**src/rtl/multiplexador_display.sv**
```systemverilog
// Four-digit common-anode 7-segment scanner driven by the clock divider's slow tick outputs.
// Provides frame-coherent value snapshot, leading-zero blanking, per-digit blink, BCD error dash and anti-ghost guard.
module multiplexador_display #(
    parameter int GUARD_CYCLES = 4
) (
    input  logic        clk,
    input  logic        rst_n,
    input  logic        saida_multiplex,
    input  logic        saida_tempo,
    input  logic [15:0] valor,
    input  logic        apaga_zeros,
    input  logic [3:0]  pisca,
    input  logic [3:0]  pontos,
    output logic [3:0]  anodo,
    output logic [6:0]  segmentos,
    output logic        ponto
);

    localparam logic [7:0] GUARD_LOAD = 8'(GUARD_CYCLES);

    logic        mux_s1_q, mux_s2_q, mux_s3_q;
    logic        mux_s1_d, mux_s2_d, mux_s3_d;
    logic        tempo_s1_q, tempo_s2_q, tempo_s3_q;
    logic        tempo_s1_d, tempo_s2_d, tempo_s3_d;
    logic [1:0]  indice_q, indice_d;
    logic        fase_pisca_q, fase_pisca_d;
    logic [7:0]  guarda_q, guarda_d;
    logic [15:0] snapshot_q, snapshot_d;
    logic [6:0]  segmentos_q, segmentos_d;
    logic        ponto_q, ponto_d;
    logic        apagado_q, apagado_d;

    logic        pulso_mux, pulso_tempo;
    logic [3:0]  digito;
    logic        zero_esquerda;
    logic        apagar;

    function automatic logic [6:0] decodifica(input logic [3:0] bcd);
        logic [6:0] seg;
        case (bcd)
            4'd0:    seg = 7'b1000000;
            4'd1:    seg = 7'b1111001;
            4'd2:    seg = 7'b0100100;
            4'd3:    seg = 7'b0110000;
            4'd4:    seg = 7'b0011001;
            4'd5:    seg = 7'b0010010;
            4'd6:    seg = 7'b0000010;
            4'd7:    seg = 7'b1111000;
            4'd8:    seg = 7'b0000000;
            4'd9:    seg = 7'b0010000;
            default: seg = 7'b0111111;
        endcase
        return seg;
    endfunction

    always_comb begin
        mux_s1_d     = saida_multiplex;
        mux_s2_d     = mux_s1_q;
        mux_s3_d     = mux_s2_q;
        tempo_s1_d   = saida_tempo;
        tempo_s2_d   = tempo_s1_q;
        tempo_s3_d   = tempo_s2_q;
        indice_d     = indice_q;
        fase_pisca_d = fase_pisca_q;
        guarda_d     = guarda_q;
        snapshot_d   = snapshot_q;
        segmentos_d  = segmentos_q;
        ponto_d      = ponto_q;
        apagado_d    = apagado_q;

        pulso_mux   = mux_s2_q & ~mux_s3_q;
        pulso_tempo = tempo_s2_q & ~tempo_s3_q;

        if (pulso_tempo) begin
            fase_pisca_d = ~fase_pisca_q;
        end

        if (pulso_mux) begin
            indice_d = indice_q + 2'd1;
            guarda_d = GUARD_LOAD;
            if (indice_q == 2'd3) begin
                snapshot_d = valor;
            end
        end else if (guarda_q != 8'd0) begin
            guarda_d = guarda_q - 8'd1;
        end

        // Blank/decode decisions look at the post-edge index, snapshot and blink phase
        case (indice_d)
            2'd0: begin
                digito        = snapshot_d[3:0];
                zero_esquerda = 1'b0;
            end
            2'd1: begin
                digito        = snapshot_d[7:4];
                zero_esquerda = (snapshot_d[15:4] == 12'h000);
            end
            2'd2: begin
                digito        = snapshot_d[11:8];
                zero_esquerda = (snapshot_d[15:8] == 8'h00);
            end
            default: begin
                digito        = snapshot_d[15:12];
                zero_esquerda = (snapshot_d[15:12] == 4'h0);
            end
        endcase

        apagar = (apaga_zeros & zero_esquerda) | (pisca[indice_d] & fase_pisca_d);

        if (pulso_mux || pulso_tempo) begin
            apagado_d   = apagar;
            segmentos_d = apagar ? 7'b1111111 : decodifica(digito);
            ponto_d     = apagar | ~pontos[indice_d];
        end
    end

    always_ff @(posedge clk or negedge rst_n) begin
        if (!rst_n) begin
            mux_s1_q     <= 1'b0;
            mux_s2_q     <= 1'b0;
            mux_s3_q     <= 1'b0;
            tempo_s1_q   <= 1'b0;
            tempo_s2_q   <= 1'b0;
            tempo_s3_q   <= 1'b0;
            indice_q     <= 2'd0;
            fase_pisca_q <= 1'b0;
            guarda_q     <= 8'd0;
            snapshot_q   <= 16'h0000;
            segmentos_q  <= 7'b1111111;
            ponto_q      <= 1'b1;
            apagado_q    <= 1'b1;
        end else begin
            mux_s1_q     <= mux_s1_d;
            mux_s2_q     <= mux_s2_d;
            mux_s3_q     <= mux_s3_d;
            tempo_s1_q   <= tempo_s1_d;
            tempo_s2_q   <= tempo_s2_d;
            tempo_s3_q   <= tempo_s3_d;
            indice_q     <= indice_d;
            fase_pisca_q <= fase_pisca_d;
            guarda_q     <= guarda_d;
            snapshot_q   <= snapshot_d;
            segmentos_q  <= segmentos_d;
            ponto_q      <= ponto_d;
            apagado_q    <= apagado_d;
        end
    end

    // Anodes stay dark while the guard counter runs so the old segments never light the new digit
    assign anodo     = (apagado_q || (guarda_q != 8'd0)) ? 4'b1111 : ~(4'b0001 << indice_q);
    assign segmentos = segmentos_q;
    assign ponto     = ponto_q;

endmodule

```
**config.mk**
```make
export PLATFORM = sky130hd
export DESIGN_NAME = multiplexador_display
export DESIGN_NICKNAME = d
export VERILOG_FILES = /design/src/rtl/multiplexador_display.sv
export SDC_FILE = /design/constraint.sdc
export NUM_CORES = 1
export LEC_CHECK = 0
export ABC_AREA = 1
export BUFFER_PORTS_ARGS = -buffer_cell sky130_fd_sc_hd__buf_2
export CORE_MARGIN = 1.5
export CORE_UTILIZATION = 45
export DETAILED_ROUTE_END_ITERATION = 12
export GPL_TIMING_DRIVEN = 0
export PLACE_DENSITY = 0.66
export SETUP_SLACK_MARGIN = 0.1
export SLEW_MARGIN = 0
export SYNTH_ARGS = -nofsm -noshare
export SYNTH_HDL_FRONTEND = slang
export SYNTH_SLANG_ARGS = --single-unit
```
**constraint.sdc**
```tcl
create_clock -name clk -period 2.5 [get_ports clk]
set_input_delay 0.125 -clock clk [delete_from_list [all_inputs] [get_ports clk]]
set_output_delay 0.125 -clock clk [all_outputs]
set_load 0.01 [all_outputs]
```
==> flow_summary.toml, run 1 <==
[outcome]
status = "completed"

[final_layout]
area_growth_pct = 21.9
antenna_cells = 0
fin_cells = 419
stdcell_area_um2 = 2960
fin_nets = 388
drive_gt1_frac = 0.367

[floorplanning]
fp.coreArea_um2 = 5140
die_area_um2 = 5840
io-pin-count = 41
die_h_um = 76.4
rows = 26
fp.dieW_um = 76.4
start_util = 0.472

[min_path]
hold_class = "input port to flop"

[timing]
final_max_slew_viol_count = 0
setup_viol = 0
max-slew-margin-rel = 0.376
hold_slack_ns = 0.0482
fin_tns_setup_ns = 0
timing.final.crit_share = 0.900
fin_crit_ns = 2.25
clock_skew_ns = 0.0144
final-hold-violation-count = 0
fmax_mhz = 444
rsz0062_at_grt = "true"
worst_slew_pin_slew_ns = 0.936

[logic_synthesis]
netlist_instances = 289
synthesis.nets = 329
ys_seq_area_frac = 0.438
async_flop_share = 1.00
syn_area_per_cell_um2 = 8.39
yosysWarnings = 0
syn-cell-area_um2 = 2420
synth-edff-count = 0
synthFlopType = "dfrtp_1"
ys_types = 30
ys_seq_elements = 42

[grt]
first_global_vias = 2083
grt.total_usage = 0.194
grt_pass1_wl_um = 9070
grt_max_degree = 43
antenna_found_initial = 0
overflow = 0

[route]
vias = 2015
via_per_inst = 4.81
ant_nets = 0
wire_per_inst_um = 12.4
drt-initial-drc-count = 59
drc = 0
first_pass_iters = 4
routed_wl_um = 5200

[worst_setup_path]
path_cells = "inv_1, ha_1, nand2_1, nor2_1, nand2_1, nor2_1, inv_1, nor2_1, nand2_1, buf_2"
cp_slowest_cell = "dfrtp_1"
crit_path_max_fanout = 5
start_kind = "flop"
crit_family = "simple AND/OR/NAND/NOR gates"
slowest_delay_ns = 0.40
required_ns = 2.38
path_class = "flop to primary output"
cp-end-kind = "primary output"
crit_arrival_ns = 2.13
path_buf_inv = 3

[clocking]
cts.sinks = 42
root_buffer = "clkbuf_8"
clk_latency_ns = 0.31
path_clk_slew_ns = 0.08
cts_tree = "done"
cts_max_path_buffers = 2
htree_num_levels = 2
cts_buffers = 5

[power]
power_density_nw_per_um2 = 1140
leakage_nw = 1.49
p_total_mw = 3.37
max-vdd-ir-drop_uv = 520

[job]
cap_violations = 0

[placed_design]
dpl_cell_area_um2 = 2710
dp_cells = 399
place_congestion = 0.755
dp_hpwl_um = 3750
io_buffers = 40
==> synth_stat cells, types with 3 or more instances <==
master / instances / area (um^2)
nand2_1: 81 / 304
dfrtp_1: 33 / 826
inv_1: 28 / 105
nand3_1: 26 / 130
nand2_2: 21 / 131
nor2_1: 16 / 60.1
ha_1: 11 / 138
dfstp_2: 9 / 236
nand4_1: 8 / 50.1
o21ai_0: 7 / 35.0
or2_2: 6 / 37.5
a21oi_1: 5 / 25.0
inv_2: 5 / 18.8
nand2_4: 4 / 45.0
nor2_2: 4 / 25.0
nand3_2: 3 / 30.0
nor2_4: 3 / 33.8
==> layer usage <==
layer	global-route usage	vias up	share of wire
li1	-	1033	-
met1	0.220	940	0.46
met2	0.350	34	0.48
met3	0.0479	8	0.045
met4	0.0759	0	0.018
met5	0	-	0
==> path summary, 6_finish.rpt <==
path | start | endpoint | slack [ns] | cells after the start
max | guarda_q[0] | anodo[3] | 0.25 | 10
min | valor[1] | snapshot_q[1] | 0.05 | 3
max reg2reg | indice_q[1] | segmentos[5] | 0.27 | 17
min reg2reg | mux_s1_q | mux_s2_q | 0.35 | 0
max in group asynchronous | rst_n | indice_q[0] | 1.36 | 2
min in group asynchronous | rst_n | snapshot_q[12] | 0.50 | 2
==> metrics by stage <==
stage           util  setup slack, ns
2_1_floorplan      -            0.358
3_3_place_gp   0.528            0.100
3_5_place_dp   0.528           0.0849
4_1_cts        0.556            0.130
5_1_grt        0.575           0.0571
6_report       0.575            0.250
==> cells in the final DEF, fill, tap and decap left out, drive strengths merged <==
cell type,n
nand3,31
dfrtp,33
ha,11
xor2,1
nand3b,1
buf,53
dfstp,9
nor3,2
o21ai,9
a211oi,1
dlygate4sd3,3
a21oi,8
nand4,9
xnor2,2
or2,6
nand2,106
bufinv,1
nor2,23
clkbuf,7
inv,33
==> power by group <==
part | switching [mW] | internal [mW]
Clock | 0.244 | 0.326
Combinational | 1.01 | 0.662
Sequential | 0.131 | 0.999
Total | 1.38 | 1.99
==> worst register-to-register path, stage by stage (launching register included) <==
cell,delay (ns)
dfrtp_1,0.42
inv_2,0.08
ha_4,0.27
nand3b_4,0.13
nand2_4,0.09
nand2_1,0.10
inv_1,0.07
nand2_1,0.07
nand3_2,0.10
nor2_4,0.19
inv_2,0.07
ha_1,0.19
inv_1,0.05
nand3_1,0.07
nand3_1,0.09
nand3_1,0.08
nand2_1,0.08
inv_1,0.04
==> cell type report <==
cell class	instances	area (um^2)
Clock buffer	7	86.3
Clock inverter	1	30.0
Fill cell	503	2180
Sequential cell	42	1060
Inverter	33	124
Buffer	4	47.5
Tap cell	70	87.6
Timing Repair Buffer	52	298
Multi-Input combinational cell	210	1220
==> registers in the layout, summed over array words and instances (netlist names) <==
signal / flops
fase_pisca_q: 1
mux_s2_q: 1
tempo_s2_q: 1
mux_s1_q: 1
snapshot_q: 16
apagado_q: 1
tempo_s3_q: 1
ponto: 1
tempo_s1_q: 1
indice_q: 2
segmentos: 7
mux_s3_q: 1
guarda_q: 8
==> cell families (layout without fill, tap and decap cells) <==
| logic type | Yosys count | in the layout | synth area share |
|---|---|---|---|
| adders and majority gates | 11 | 11 | 0.0568 |
| DFF | 42 | 42 | 0.438 |
| xor gates and xnor gates | 3 | 3 | 0.0108 |
| buffers and inverters | 37 | 97 | 0.0707 |
| AOI/OAI and AO/OA | 18 | 18 | 0.0459 |
| and+or+nand+nor | 178 | 178 | 0.378 |
==> what timing repair did <==
item,4_1_cts,5_1_grt
endpoints found under the setup margin,1,7
endpoints found under the hold margin,27,0
pin swaps,0,3
gates cloned,0,0
setup buffers,0,9
resized for setup,1,7
hold buffers,3,0
(Power assumes the default switching activity.)
==> run 2: changes to the inputs <==
Settings changed: PLACE_DENSITY 0.66 to 0.72.
==> flow_summary.toml, run 2 (synthesis gave the netlist of run 1 again) <==
[power]
power_density_nw_per_um2 = 1110
leakage_nw = 1.47
max-vdd-ir-drop_uv = 438

[placed_design]
dp_hpwl_um = 3610
pre_cts_ws_ns = 0.111
io_buffers = 40
place_congestion = 0.834
dpl_cell_area_um2 = 2710

[timing]
fmax_mhz = 438
fin_tns_setup_ns = 0
setup_viol = 0
rsz0062_at_grt = "false"
clock_skew_ns = 0.00729
max-slew-margin-rel = 0.393
timing.final.crit_share = 0.914
final-hold-violation-count = 0
worst_slew_pin_slew_ns = 0.910
fin_crit_ns = 2.28
fin_ws_ns = 0.216
final_max_slew_viol_count = 0

[route]
first_pass_iters = 4
routed_wl_um = 4960
drc = 0
wire_per_inst_um = 11.9
ant_nets = 0
via_per_inst = 4.80
vias = 2003
drt-initial-drc-count = 123

[job]
cap_violations = 0

[worst_setup_path]
cp_common_cell = "nand2_1"
crit_family = "simple AND/OR/NAND/NOR gates"
cp-end-kind = "flop"
r2r_cells = 15
worstReg2RegStart = "indice_q[0]"
cp_slowest_cell = "dfrtp_2"
slowest_delay_ns = 0.43
crit_path_max_fanout = 6
r2r_slack_ns = 0.22
start_kind = "flop"
rr_endpoint = "segmentos[1]"
path_buf_inv = 4
crit_start = "indice_q[0]"
path_cells = "inv_2, ha_1, nand3b_4, nand2_4, nand2_1, inv_2, nand2_1, nand3_2, nor2_4, buf_4, ha_1, nand3_1, nand3_1, nand2_1, inv_1"
crit_arrival_ns = 2.52
path_class = "flop to flop"
required_ns = 2.73

[clocking]
cts.sinks = 42
cts_tree = "done"
htree_num_levels = 2
root_buffer = "clkbuf_8"
path_clk_slew_ns = 0.08
cts_max_path_buffers = 2
clk_latency_ns = 0.30
cts_buffers = 5

[floorplanning]
io-pin-count = 41
fp.dieW_um = 76.4
fp.coreArea_um2 = 5140
rows = 26
start_util = 0.472
die_h_um = 76.4
die_area_um2 = 5840

[min_path]
hold_class = "input port to flop"
worstHoldEndpoint = "snapshot_q[3]"
holdPathStages = 3
hp-start = "valor[3]"

[final_layout]
most-common-layout-cells = "nand2_1 (81), buf_2 (41), dfrtp_1 (31), nand3_1 (26), inv_1 (24)"
multi_input_area_um2 = 1220
fin_util = 0.568
largest_reg_flops = 16
stdcell_area_um2 = 2920
area_growth_pct = 20.4
fin_nets = 386
antenna_cells = 0
nFillCells = 511
final_common_cell = "nand2_1"
drive_gt1_frac = 0.372
ff_latch_area_um2 = 1060
largest-register = "snapshot_q"

[grt]
antenna_found_initial = 0
grt_max_degree = 43
grt_pass1_wl_um = 8630
grt.total_usage = 0.187
first_global_vias = 1960
overflow = 0

[outcome]
status = "completed"
run 2: worst max path at each step:
| stage | end | slack [ns] | cells past startpoint |
|---|---|---|---|
| after detailed placement | segmentos[5] | 0.11 | 16 |
| after global routing | segmentos[5] | 0.08 | 16 |
| after CTS | segmentos[5] | 0.16 | 16 |
| after global placement | segmentos[5] | 0.12 | 16 |
| final | segmentos[1] | 0.22 | 15 |
| after floorplan | segmentos[5] | 0.36 | 16 |
run 2: stage by stage:
stage	instances	power (mW)	hold slack [ns]
after floorplan	289	2.31	-0.171
after global placement	399	2.62	0.233
after detailed placement	399	2.66	0.235
after CTS	410	3.13	0.0455
after global routing	417	3.55	0.0697
final	417	3.23	0.0541
run 2: final cells by class:
class                           count  share of cell area
Multi-Input combinational cell    210               0.419
Timing Repair Buffer               50              0.0968
Sequential cell                    42               0.365
Tap cell                           70              0.0300
Clock buffer                        7              0.0296
Buffer                              4              0.0163
Inverter                           33              0.0424
Clock inverter                      1             0.00171
run 2: what timing repair did:
item	in CTS	in global routing
pin swaps	0	4
hold buffers	3	0
endpoints found under the hold margin	18	0
buffers inserted	0	7
gates resized for setup	1	11
setup endpoints to repair	1	11
run 2: where the power goes:
group | switching [mW] | internal [mW]
Sequential | 0.138 | 1.00
Combinational | 0.989 | 0.650
Clock | 0.227 | 0.223
run 2: layer usage:
| metal | up-vias | wire [um] | track usage |
|---|---|---|---|
| li1 | 1028 | - | - |
| met1 | 918 | 2260 | 0.235 |
| met2 | 49 | 2370 | 0.312 |
| met3 | 8 | 236 | 0.0455 |
| met4 | 0 | 92 | 0.0685 |
| met5 | - | 0 | 0 |
run 2: tightest hold or removal path, cell delays in order:
cell     delay (ns)
buf_2          0.08
nand2_1        0.04
nand2_1        0.07
==> run 3: changes to the inputs <==
Settings changed: ABC_AREA 1 to unset, PLACE_DENSITY 0.72 to 0.73.
==> flow_summary.toml, run 3 <==
[logic_synthesis]
synth.area.mux_share = 0.126
async_flop_share = 1.00
ys_seq_area_frac = 0.472
synthFlopType = "dfrtp_1"
synth_compound_area_frac = 0.135
synth-xor-area-share = 0.0150
synth-simple-area-share = 0.145
netlist_instances = 210
synth-edff-count = 0
synth_top_area_share = 0.367
synth_common_cells = "dfrtp_1 (33), nor2_1 (21), inv_1 (17), a21oi_1 (14)"
syn-cell-area_um2 = 2250
synth_top_family_by_area = "simple AND/OR/NAND/NOR gates"
ys_seq_elements = 42
yosysTopAreaCell = "dfrtp_1"
synth.area.top_cells = "dfrtp_1 (37%), dfstp_2 (11%), ha_1 (6.1%), mux2_2 (5.0%), mux2i_1 (4.9%)"
synth-adder-area-share = 0.0612
yosysWarnings = 0
synth_most_common_cell = "dfrtp_1"
syn_area_per_cell_um2 = 10.7
synthesis.nets = 250
ys_types = 54

[timing]
setup_viol = 6
timing.final.crit_share = 1.06
rsz0062_at_grt = "true"
final_max_slew_viol_count = 0
clock_skew_ns = 0.00846
final-hold-violation-count = 0
fin_ws_ns = -0.156
worst_slew_pin_slew_ns = 0.944
fmax_mhz = 376
max-slew-margin-rel = 0.371
fin_crit_ns = 2.66
fin_tns_setup_ns = -0.521

[final_layout]
drive_gt1_frac = 0.507
largest_reg_flops = 16
most-common-layout-cells = "buf_2 (40), dfrtp_1 (32), nor2_1 (20), buf_4 (20), inv_1 (12)"
final_common_cell = "buf_2"
area_growth_pct = 43.1
antenna_cells = 0
fin_cells = 355
ff_latch_area_um2 = 1060
nFillCells = 352
fin_nets = 327
multi_input_area_um2 = 1360
largest-register = "snapshot_q"

[power]
p_int_mw = 2.87
power_density_nw_per_um2 = 1510
leakage_nw = 1.44
p_sw_mw = 2.00
max-vdd-ir-drop_uv = 1040
pwr-share-seq = 0.242
netSwitchingFraction = 0.411
pwr-share-comb = 0.648
clkPwrFrac = 0.110

[floorplanning]
rows = 25
fp.coreArea_um2 = 4750
fp.dieW_um = 73.7
die_area_um2 = 5430
io-pin-count = 41
die_h_um = 73.7
start_util = 0.473

[clocking]
cts.sinks = 42
cts_buffers = 5
cts_tree = "done"
cts_max_path_buffers = 2
path_clk_slew_ns = 0.09
htree_num_levels = 2
root_buffer = "clkbuf_8"
clk_latency_ns = 0.30

[outcome]
violations = "negative setup slack"
status = "finished with violations"

[placed_design]
dp_hpwl_um = 3450
dp_cells = 317
io_buffers = 40
place_congestion = 0.807

[worst_setup_path]
path_cells = "clkbuf_8, inv_6, ha_4, mux2i_4, inv_4, mux2_4, a222oi_1, buf_4, inv_4, ha_4, o21ai_2, a21oi_2, a211oi_2"
required_ns = 2.72
start_kind = "flop"
slowest_delay_ns = 0.43
crit_arrival_ns = 2.87
crit_path_max_fanout = 3
r2r_slack_ns = -0.16
cp-end-kind = "flop"
cp_slowest_cell = "dfrtp_1"
path_class = "flop to flop"

[route]
vias = 1945
routed_wl_um = 5820
ant_nets = 0
drc = 0
drt-initial-drc-count = 130
via_per_inst = 5.48
wire_per_inst_um = 16.4
first_pass_iters = 4

[grt]
antenna_found_initial = 0
grt.total_usage = 0.216
first_global_vias = 1837
grt_max_degree = 43
grt_pass1_wl_um = 8820
overflow = 0

[min_path]
hold_class = "input port to flop"

[job]
cap_violations = 0
-- run 3: final cells by class --
| type | count | area share |
|---|---|---|
| clock buffers | 5 | 0.0214 |
| plain buffers | 6 | 0.0214 |
| inverters | 18 | 0.0241 |
| multi-input cells | 144 | 0.421 |
| clock inverters | 3 | 0.0124 |
| flip-flops and latches | 42 | 0.330 |
| repair buffers | 70 | 0.143 |
| well taps | 67 | 0.0260 |
-- run 3: repair_timing --
action / 4_1_cts / 5_1_grt
setup endpoints to repair: 9 / 9
hold endpoints to repair: 12 / 0
gates resized for setup: 32 / 32
setup buffers: 20 / 7
hold buffers: 3 / 0
cloned: 0 / 0
pin swaps: 12 / 16
-- run 3: routing by layer --
metal	GRT usage	routed length, um
met1	0.276	2500
met2	0.369	2900
met3	0.0302	234
met4	0.0802	183
met5	0	0
-- run 3: logic make-up after synthesis --
logic type,after synthesis
AO/OA/AOI/OAI,44
buffers and inverters,24
flip-flops,42
XOR/XNOR,3
adder cells (fa/ha/maj),11
multiplexers,24
AND/OR/NAND/NOR,62
-- run 3: metrics by stage --
step                      area, um^2  hold WS [ns]   util  setup slack [ns]  power (mW)
after global placement          2600         0.233  0.547            -0.931        3.11
after detailed placement        2600         0.235  0.547            -0.958        3.16
after CTS                       3030        0.0564  0.638            -0.168        4.24
after floorplan                 2310        -0.171      -            -0.502        2.71
after global routing            3220        0.0832  0.677            -0.245        5.19
final                           3220        0.0678  0.677            -0.156        4.87
-- run 3: worst max-delay path, delay by kind of cell (launching register included) --
family                   cells  cell delay, ns
AO/OA/AOI/OAI                4            0.74
adder cells (fa/ha/maj)      2            0.42
buffers and inverters        5            0.53
flip-flops                   1            0.43
multiplexers                 2            0.48
-- run 3: power groups by stage --
stage	Combinational (mW)	Clock (mW)	Sequential, mW
floorplan	1.55	0	1.17
global placement	1.95	0	1.16
detailed placement	1.99	0	1.17
CTS	2.54	0.541	1.16
global route	3.42	0.562	1.21
finish	3.16	0.533	1.18
-- run 3: path summary, 6_finish.rpt --
check / start / cells after the start / endpoint
min: valor[1] / 3 / snapshot_q[1]
max: indice_q[0] / 13 / segmentos[3]
max in group asynchronous: rst_n / 2 / indice_q[1]
min reg2reg: mux_s1_q / 0 / mux_s2_q
min in group asynchronous: rst_n / 2 / snapshot_q[1]
max reg2reg: indice_q[0] / 13 / segmentos[3]
